File: src/rtl/uart_tx_arbiter.sv
// Two-requester round-robin arbiter feeding a single 8N1 UART transmitter.
// Grants are frame-atomic and a requester keeps the line until it sends a byte flagged last.
module uart_tx_arbiter #(
  parameter int BAUD_DIV     = 434,
  parameter int STOP_BITS    = 1,
  parameter int LOCK_TIMEOUT = 65535
) (
  input  logic       clk_i,
  input  logic       rstn_i,
  input  logic [7:0] req0_data_i,
  input  logic       req0_valid_i,
  input  logic       req0_last_i,
  output logic       req0_ready_o,
  input  logic [7:0] req1_data_i,
  input  logic       req1_valid_i,
  input  logic       req1_last_i,
  output logic       req1_ready_o,
  output logic       txd_o,
  output logic [1:0] grant_o,
  output logic       busy_o
);

  localparam int STOP_LEN = STOP_BITS * BAUD_DIV;
  localparam int CNT_W    = (STOP_LEN > 1) ? $clog2(STOP_LEN) : 1;
  localparam int TO_W     = (LOCK_TIMEOUT > 0) ? $clog2(LOCK_TIMEOUT + 1) : 1;

  localparam logic [CNT_W-1:0] BIT_END  = CNT_W'(BAUD_DIV - 1);
  localparam logic [CNT_W-1:0] STOP_END = CNT_W'(STOP_LEN - 1);
  localparam logic [TO_W-1:0]  HOLD_END = TO_W'((LOCK_TIMEOUT > 0) ? LOCK_TIMEOUT - 1 : 0);

  typedef enum logic [2:0] {IDLE, START, DATA, STOP, HOLD} state_t;

  state_t           state, state_nx;
  logic [CNT_W-1:0] cnt, cnt_nx;
  logic [2:0]       idx, idx_nx;
  logic [TO_W-1:0]  hold_cnt, hold_cnt_nx;
  logic             owner, owner_nx;
  logic             ptr, ptr_nx;
  logic             last, last_nx;
  logic             txd, txd_nx;
  logic [1:0]       grant, grant_nx;
  logic [7:0]       shift;
  logic             take0, take1;

  always_ff @(posedge clk_i or negedge rstn_i) begin
    if (!rstn_i) begin
      state    <= IDLE;
      cnt      <= '0;
      idx      <= '0;
      hold_cnt <= '0;
      owner    <= 1'b0;
      ptr      <= 1'b0;
      last     <= 1'b0;
      grant    <= 2'b00;
      txd      <= 1'b1;
    end else begin
      state    <= state_nx;
      cnt      <= cnt_nx;
      idx      <= idx_nx;
      hold_cnt <= hold_cnt_nx;
      owner    <= owner_nx;
      ptr      <= ptr_nx;
      last     <= last_nx;
      grant    <= grant_nx;
      txd      <= txd_nx;
    end
  end

  // Payload byte only; it is always written before it is first shifted out.
  always_ff @(posedge clk_i) begin
    if (take0 || take1) shift <= take1 ? req1_data_i : req0_data_i;
  end

  always_comb begin
    state_nx    = state;
    cnt_nx      = '0;
    idx_nx      = idx;
    hold_cnt_nx = '0;
    owner_nx    = owner;
    ptr_nx      = ptr;
    last_nx     = last;
    grant_nx    = grant;
    take0       = 1'b0;
    take1       = 1'b0;
    case (state)
      IDLE: begin
        if (req0_valid_i && (!req1_valid_i || !ptr)) take0 = 1'b1;
        else if (req1_valid_i)                        take1 = 1'b1;
      end
      START: begin
        cnt_nx = cnt + CNT_W'(1);
        if (cnt == BIT_END) begin
          cnt_nx   = '0;
          idx_nx   = 3'd0;
          state_nx = DATA;
        end
      end
      DATA: begin
        cnt_nx = cnt + CNT_W'(1);
        if (cnt == BIT_END) begin
          cnt_nx = '0;
          idx_nx = idx + 3'd1;
          if (idx == 3'd7) state_nx = STOP;
        end
      end
      STOP: begin
        cnt_nx = cnt + CNT_W'(1);
        if (cnt == STOP_END) begin
          cnt_nx = '0;
          if (last) begin
            state_nx = IDLE;
            grant_nx = 2'b00;
            ptr_nx   = ~owner;
          end else begin
            state_nx = HOLD;
          end
        end
      end
      HOLD: begin
        hold_cnt_nx = (LOCK_TIMEOUT == 0) ? hold_cnt : hold_cnt + TO_W'(1);
        if (owner ? req1_valid_i : req0_valid_i) begin
          take0 = ~owner;
          take1 = owner;
        end else if (LOCK_TIMEOUT != 0 && hold_cnt == HOLD_END) begin
          state_nx = IDLE;
          grant_nx = 2'b00;
          ptr_nx   = ~owner;
        end
      end
      default: state_nx = IDLE;
    endcase

    if (take0 || take1) begin
      state_nx = START;
      cnt_nx   = '0;
      owner_nx = take1;
      last_nx  = take1 ? req1_last_i : req0_last_i;
      grant_nx = take1 ? 2'b10 : 2'b01;
    end

    // The line level is registered from the state being entered, so txd_o never glitches.
    case (state_nx)
      START:   txd_nx = 1'b0;
      DATA:    txd_nx = shift[idx_nx];
      default: txd_nx = 1'b1;
    endcase
  end

  assign req0_ready_o = take0 & rstn_i;
  assign req1_ready_o = take1 & rstn_i;
  assign txd_o        = txd;
  assign grant_o      = grant;
  assign busy_o       = (state != IDLE);

endmodule
File: config.mk
export PLATFORM = sky130hd
export DESIGN_NAME = uart_tx_arbiter
export DESIGN_NICKNAME = d
export VERILOG_FILES = /design/src/rtl/uart_tx_arbiter.sv
export SDC_FILE = /design/constraint.sdc
export NUM_CORES = 1
export LEC_CHECK = 0
export ABC_AREA = 1
export CORE_ASPECT_RATIO = 1.1
export CORE_MARGIN = 1
export CORE_UTILIZATION = 50
export DETAILED_ROUTE_END_ITERATION = 16
export PLACE_DENSITY_LB_ADDON = 0.2
export SYNTH_ARGS = -nofsm -noshare
export SYNTH_HDL_FRONTEND = slang
export SYNTH_SLANG_ARGS = --single-unit
File: constraint.sdc
create_clock -name clk_i -period 3.71 [get_ports clk_i]
set_clock_uncertainty 0.15 [all_clocks]
set_input_delay 0.9275 -clock clk_i [delete_from_list [all_inputs] [get_ports clk_i]]
set_output_delay 0.9275 -clock clk_i [all_outputs]
set_load 0.05 [all_outputs]
======== Word level (Yosys, flattened, before mapping) ========
Index checks and enable logic that the tools add are counted.
word-level totals
  output and inout port bits .............. 6
  bits in registers ....................... 45
  input port bits ......................... 22
  logic and storage cells ................. 87
operators by class
  multiplexer cells ....................... 41
  reduce and logical (&&, ||, !) cells .... 12
  bitwise gates (word level) .............. 3
  add/sub/neg operators ................... 3
  magnitude comparators ................... 1
  equality and inequality tests ........... 17
operator list
  kind                                                count
  2-to-1 mux 3 bit                                    10
  2-to-1 mux 9 bit                                    3
  adder 16 x 1 -> 16 bit, second input constant       1
  == test 16 bit, second input constant               1
  2-to-1 mux 16 bit                                   1
  one-hot mux 3 bit (5 select lines)                  1
  2-to-1 mux 1 bit                                    12
  2-to-1 mux 2 bit                                    6
  != test 3 bit, second input constant                4
  AND reduction 5 bit                                 2
  adder 9 x 1 -> 9 bit, second input constant         1
  == test 3 x 2 -> 1 bit, second input constant       3
  == test 9 bit, second input constant                1
  2-to-1 mux 8 bit                                    1
  != test 2 bit, second input constant                4
  one-hot mux 1 bit (2 select lines)                  4
  == test 3 x 1 -> 1 bit, second input constant       2
  == test 3 bit, second input constant                2
  one-hot mux 3 bit (2 select lines)                  1
  nonzero test 3 bit                                  2
  < comparator 3 x 4 -> 1 bit, second input constant  1
  one-hot mux 2 bit (2 select lines)                  1
  adder 3 x 1 -> 3 bit, second input constant         1
  binary-select mux 1 bit (select 3 bit)              1
  8 further kinds                                     11

======== Logic depth before layout (Yosys ltp) ========
  word-level depth ........................ 9
  gate-level depth with buffers ........... 17
  gate-level depth less buffers ........... 17

======== Worst setup path before layout ========
OpenSTA, ideal clock, no wires.
  path type ............................... input -> output
  start ................................... input req1_valid_i
  end ..................................... output req1_ready_o
  data arrival time ....................... 2155 ps
  stages .................................. 8
  data required time ...................... 2633 ps
  path buffers ............................ 2
  setup slack ............................. 478 ps
  path through ............................ nand2_1 nand2_1 nand3_1 nand2_1 buf_4 inv_2 buf_4 nor2_1
between the ends
  word-level cells in the longest chain between the ends .. 6
  elaborated cells on any way between the ends .. 9
  classes of those cells .................. mux (5); bitwise (1); reduce/logical (3)
ends and longest elaborated chain
  item                                  RTL line  text
  from (decl)                           15        input logic req1_valid_i,
  zero test 1 bit                       87        if (req0_valid_i && (!req1_valid_i || !ptr)) take0 = 1'b1;
  logical OR 1 bit                      87
  logical AND 1 bit                     87
  2-to-1 mux 1 bit                      87
  one-hot mux 1 bit (2 select lines) *  85        case (state)
  AND 1 bit *                           150       assign req1_ready_o = take1 & rstn_i;
  to (decl)                             17        output logic req1_ready_o,
Every way passes the cells marked *; elsewhere a longest branch is shown, timed or not.

======== Worst setup path in the final report ========
Same ends and word-level chain as after synthesis.

==> impl_summary.txt <==
----------------------------------------------------
[Outcome]
  Run status ... completed

[Die]
  Starting density of the core ... 51.92%
  Top-level port count ... 28
  Vertical die dimension ... 74.64 um
  Core area ... 0.004619 sq mm
  Number of rows in the core area ... 26
  Die extent in x ... 68.04 um
  Full die area ... 0.005078 sq mm

[Hold path]
  Worst Hold Class ... flip-flop to flip-flop

[Setup path]
  Kind of critical path ... primary input to output pin
  Endpoint kind of the worst setup timing path ... output pin
  Cell-by-cell listing of the critical path ... clkdlybuf4s50_1, nand2_1, nand2_1, nand3_1, nand2_1, inv_2, nor2_1, buf_12
  Start point of the critical path ... req1_valid_i
  Highest net fanout along the worst path ... 12
  Element type at the critical path start ... primary input
  Critical Path Stages ... 8
  Data arrival time of the worst path ... 2220 ps
  Peak per-stage delay on the critical path ... 500 ps
  Worst R2R Setup Slack ... 1390 ps
  Logic depth of the worst register-to-register path ... 17
  CP dominant cell by count ... sky130_fd_sc_hd__nand2_1
  Capture instance of the worst register-to-register path ... txd_o
  Critical path destination ... req1_ready_o
  Crit-path leading delay family ... buffers and inverters
  Buffers and inverters on the worst path ... 3
  Slowest cell on the critical path ... sky130_fd_sc_hd__clkdlybuf4s50_1
  Reg-to-reg critical path startpoint ... cnt[1]
  Required time worst endpoint ... 2630 ps

[Logic synthesis]
  Yosys warnings ... 0
  Number of different library cells in the post-synthesis netlist ... 30
  Largest cells by area after synthesis ... sky130_fd_sc_hd__dfrtp_1 38%, sky130_fd_sc_hd__nand2_1 12%, sky130_fd_sc_hd__edfxtp_1 10%, sky130_fd_sc_hd__inv_1 5.9%, sky130_fd_sc_hd__nor2_1 4.7%
  Post-synth top area share ... 37.56%
  Avg Inst Size Synth ... 8.049 sq um
  Register area share after synthesis ... 48.67%
  Post-Synthesis Cell Area ... 0.002399 sq mm
  Number of synthesized register bits ... 45
  Yosys top cell by area ... sky130_fd_sc_hd__dfrtp_1
  Net Count, Synth ... 327
  Synthesized instance count ... 298

[Global routing]
  Wire length of the first global-routing pass ... 7.479 mm
  Number of global-route vias before repair ... 1760
  Residual overflow from global routing ... 0
  Number of antenna violations at the first check in global routing ... 0
  Gr usage total ... 20.10%
  Maximum number of pins on one net before global-route repair ... 38

[Routing]
  Remaining antenna violation count ... 0
  Top routing layer in use ... met4
  Detailed-routing wirelength on met1 ... 2.172 mm
  Drt pass-1 iters ... 4
  Routed wire length on met2 ... 2.127 mm
  Vias ... 1885
  Number of DRC violations after detailed-routing iteration 0 ... 83
  Wire length per cell ... 11.56 um
  Detailed-route DRC error count ... 0
  Via count normalized by instance count ... 4.858
  Met3 wirelength from detailed routing ... 96 um
  Final Routed Wirelength ... 4.486 mm

[Timing]
  Unrepaired setup endpoints after global routing ... no
  Peak Freq ... 303.3 MHz
  Final worst path period need ... 3297 ps
  Final-report setup violation count ... 0
  Final worst-path setup slack ... 412.7 ps
  Total negative slack ... 0 ps
  Slew HR ... 66.44%
  Share of the cycle needed by the critical path after routing ... 88.88%
  Count of final max-slew check failures ... 0
  Actual slew at the worst max-slew pin ... 501.9 ps
  Final number of hold-violating endpoints ... 0

[Layout]
  Filler cells ... 389
  Number of inserted diodes ... 0
  Multi-input logic area ... 0.001042 sq mm
  Area used by sequential logic in the layout ... 0.001167 sq mm
  Nets ... 360
  Layout-stage area growth over the synthesis result ... 19.46%
  Fraction of layout instances using a drive strength above 1 ... 10.54%
  Non-filler cells, final ... 388

[Clocking]
  Insertion delay to the later sink of the worst-skew pair ... 300 ps
  Number of buffers inserted during clock tree synthesis ... 5
  TritonCTS sink count ... 45
  CTS tree ... done
  CTS root buf ... sky130_fd_sc_hd__clkbuf_8
  Htree depth ... 2
  Quantity of hold-fixing buffers added after cts ... 0
  Clock buffer depth ... 2
  Clock-pin transition on the worst setup and hold timing paths ... 80 ps
  Cells resized by post-CTS repair ... 0
  Post-CTS setup buffer count ... 0

[Place]
  Pre-CTS worst setup slack ... 410.9 ps
  Final weighted congestion in routability-driven placement ... 0.8189
  Post-Place Cells ... 380
  Count of input and output buffers ... 27
  Final HPWL DP ... 3.437 mm

[Run]
  Maxcap violations ... 0

[Power]
  Leak pwr ... 1.316 nW
  VDD IR max ... 0.2425 mV
  Power per unit of standard cell area ... 416.9 mW/mm^2

----------------------------------------------------
## worst reg2reg max path, delay by kind of cell (launching register included)
family        cells  cell delay [ps]
flops             1              400
buf+inv           3              200
fa+ha+maj         2              420
simple gates     12             1080
## state kept, by name, summed over array words and instances, names as in the netlist
register,flops
txd_o,1
shift,8
cnt,9
ptr,1
state,3
last,1
hold_cnt,16
owner,1
idx,3
grant_o,2
## synth_stat cells
master / number
sky130_fd_sc_hd__o21ai_0: 10
sky130_fd_sc_hd__dfrtp_1: 36
sky130_fd_sc_hd__nand3_1: 19
sky130_fd_sc_hd__o21ai_1: 2
sky130_fd_sc_hd__buf_4: 2
sky130_fd_sc_hd__nor2_4: 2
sky130_fd_sc_hd__nor2_2: 3
sky130_fd_sc_hd__inv_1: 38
sky130_fd_sc_hd__o22ai_1: 1
sky130_fd_sc_hd__dfstp_2: 1
sky130_fd_sc_hd__nand4_1: 11
sky130_fd_sc_hd__inv_2: 7
sky130_fd_sc_hd__nand3_2: 3
sky130_fd_sc_hd__o211ai_1: 1
sky130_fd_sc_hd__edfxtp_1: 8
sky130_fd_sc_hd__nor3_2: 2
sky130_fd_sc_hd__xnor2_1: 1
sky130_fd_sc_hd__buf_2: 1
sky130_fd_sc_hd__a21oi_1: 13
sky130_fd_sc_hd__o21bai_2: 1
sky130_fd_sc_hd__nor3b_1: 1
sky130_fd_sc_hd__ha_1: 7
sky130_fd_sc_hd__a211oi_1: 2
sky130_fd_sc_hd__nand2_2: 4
sky130_fd_sc_hd__and3_1: 1
sky130_fd_sc_hd__nor3_1: 8
sky130_fd_sc_hd__nor2_1: 30
sky130_fd_sc_hd__nand2_1: 78
sky130_fd_sc_hd__xor2_1: 4
sky130_fd_sc_hd__and2_1: 1
## through the flow
| step | utilization [%] | area (sq um) | total power [mW] | hold slack (ps) |
|---|---|---|---|---|
| 2_1_floorplan | - | 2399 | 0.7444 | 295.4 |
| 3_3_place_gp | 59.51 | 2749 | 0.8196 | 320.1 |
| 3_5_place_dp | 59.51 | 2749 | 0.8251 | 324.2 |
| 4_1_cts | 62.03 | 2865 | 1.210 | 333.0 |
| 5_1_grt | 62.03 | 2865 | 1.259 | 338.4 |
| 6_report | 62.03 | 2865 | 1.195 | 336.3 |
## kinds of logic (layout without fill, tap and decap cells)
logic type                 after synthesis  in the layout  share of synthesized area, %
AOI/OAI and AO/OA                       30             30                         6.886
and+or+nand+nor                        163            163                         31.09
buffers and inverters                   48             82                         7.877
DFF                                     45             45                         48.67
xor gates and xnor gates                 5              5                         1.826
adders and majority gates                7              7                         3.651
## per-layer routing
metal / GRT usage (%) / vias up
li1: - / 1024
met1: 25.74 / 837
met2: 32.03 / 16
met3: 5.152 / 8
met4: 8.796 / 0
met5: 0 / -
## power by group
group / total [mW] / internal, mW / switching (mW)
sequential: 0.598 / 0.558 / 0.0402
clock: 0.382 / 0.220 / 0.162
combinational: 0.214 / 0.0905 / 0.124
## cell type report
class,count,share of cell area [%]
tap,56,2.445
timing repair buffer,29,10.48
multi-input combinational,205,36.38
clock inverter,1,1.048
inverter,45,5.895
clock buffer,7,3.013
sequential,45,40.74
## worst min-delay path by stage
stage	slack, ps	start	cells after the start	endpoint
floorplan	300	owner	1	ptr
global placement	320	owner	1	ptr
detailed placement	320	hold_cnt[0]	1	hold_cnt[0]
CTS	330	owner	1	ptr
global route	340	owner	1	ptr
finish	340	hold_cnt[0]	1	hold_cnt[0]
## cells in the final DEF (no fill, tap or decap), types with 2 or more instances in the layout
cell type / count
sky130_fd_sc_hd__nor3_2: 2
sky130_fd_sc_hd__clkbuf_8: 6
sky130_fd_sc_hd__inv_1: 38
sky130_fd_sc_hd__a21oi_1: 13
sky130_fd_sc_hd__edfxtp_1: 8
sky130_fd_sc_hd__o21ai_0: 10
sky130_fd_sc_hd__nand2_2: 4
sky130_fd_sc_hd__nor2_2: 3
sky130_fd_sc_hd__nor2_4: 2
sky130_fd_sc_hd__a211oi_1: 2
sky130_fd_sc_hd__nand3_1: 19
sky130_fd_sc_hd__xor2_1: 4
sky130_fd_sc_hd__nor2_1: 30
sky130_fd_sc_hd__inv_2: 7
sky130_fd_sc_hd__buf_12: 2
sky130_fd_sc_hd__clkdlybuf4s50_1: 24
sky130_fd_sc_hd__o21ai_1: 2
sky130_fd_sc_hd__buf_4: 2
sky130_fd_sc_hd__dfrtp_1: 36
sky130_fd_sc_hd__nand4_1: 11
sky130_fd_sc_hd__nand3_2: 3
sky130_fd_sc_hd__nand2_1: 78
sky130_fd_sc_hd__nor3_1: 8
sky130_fd_sc_hd__ha_1: 7
No activity file was read; power rests on OpenSTA's default activity.
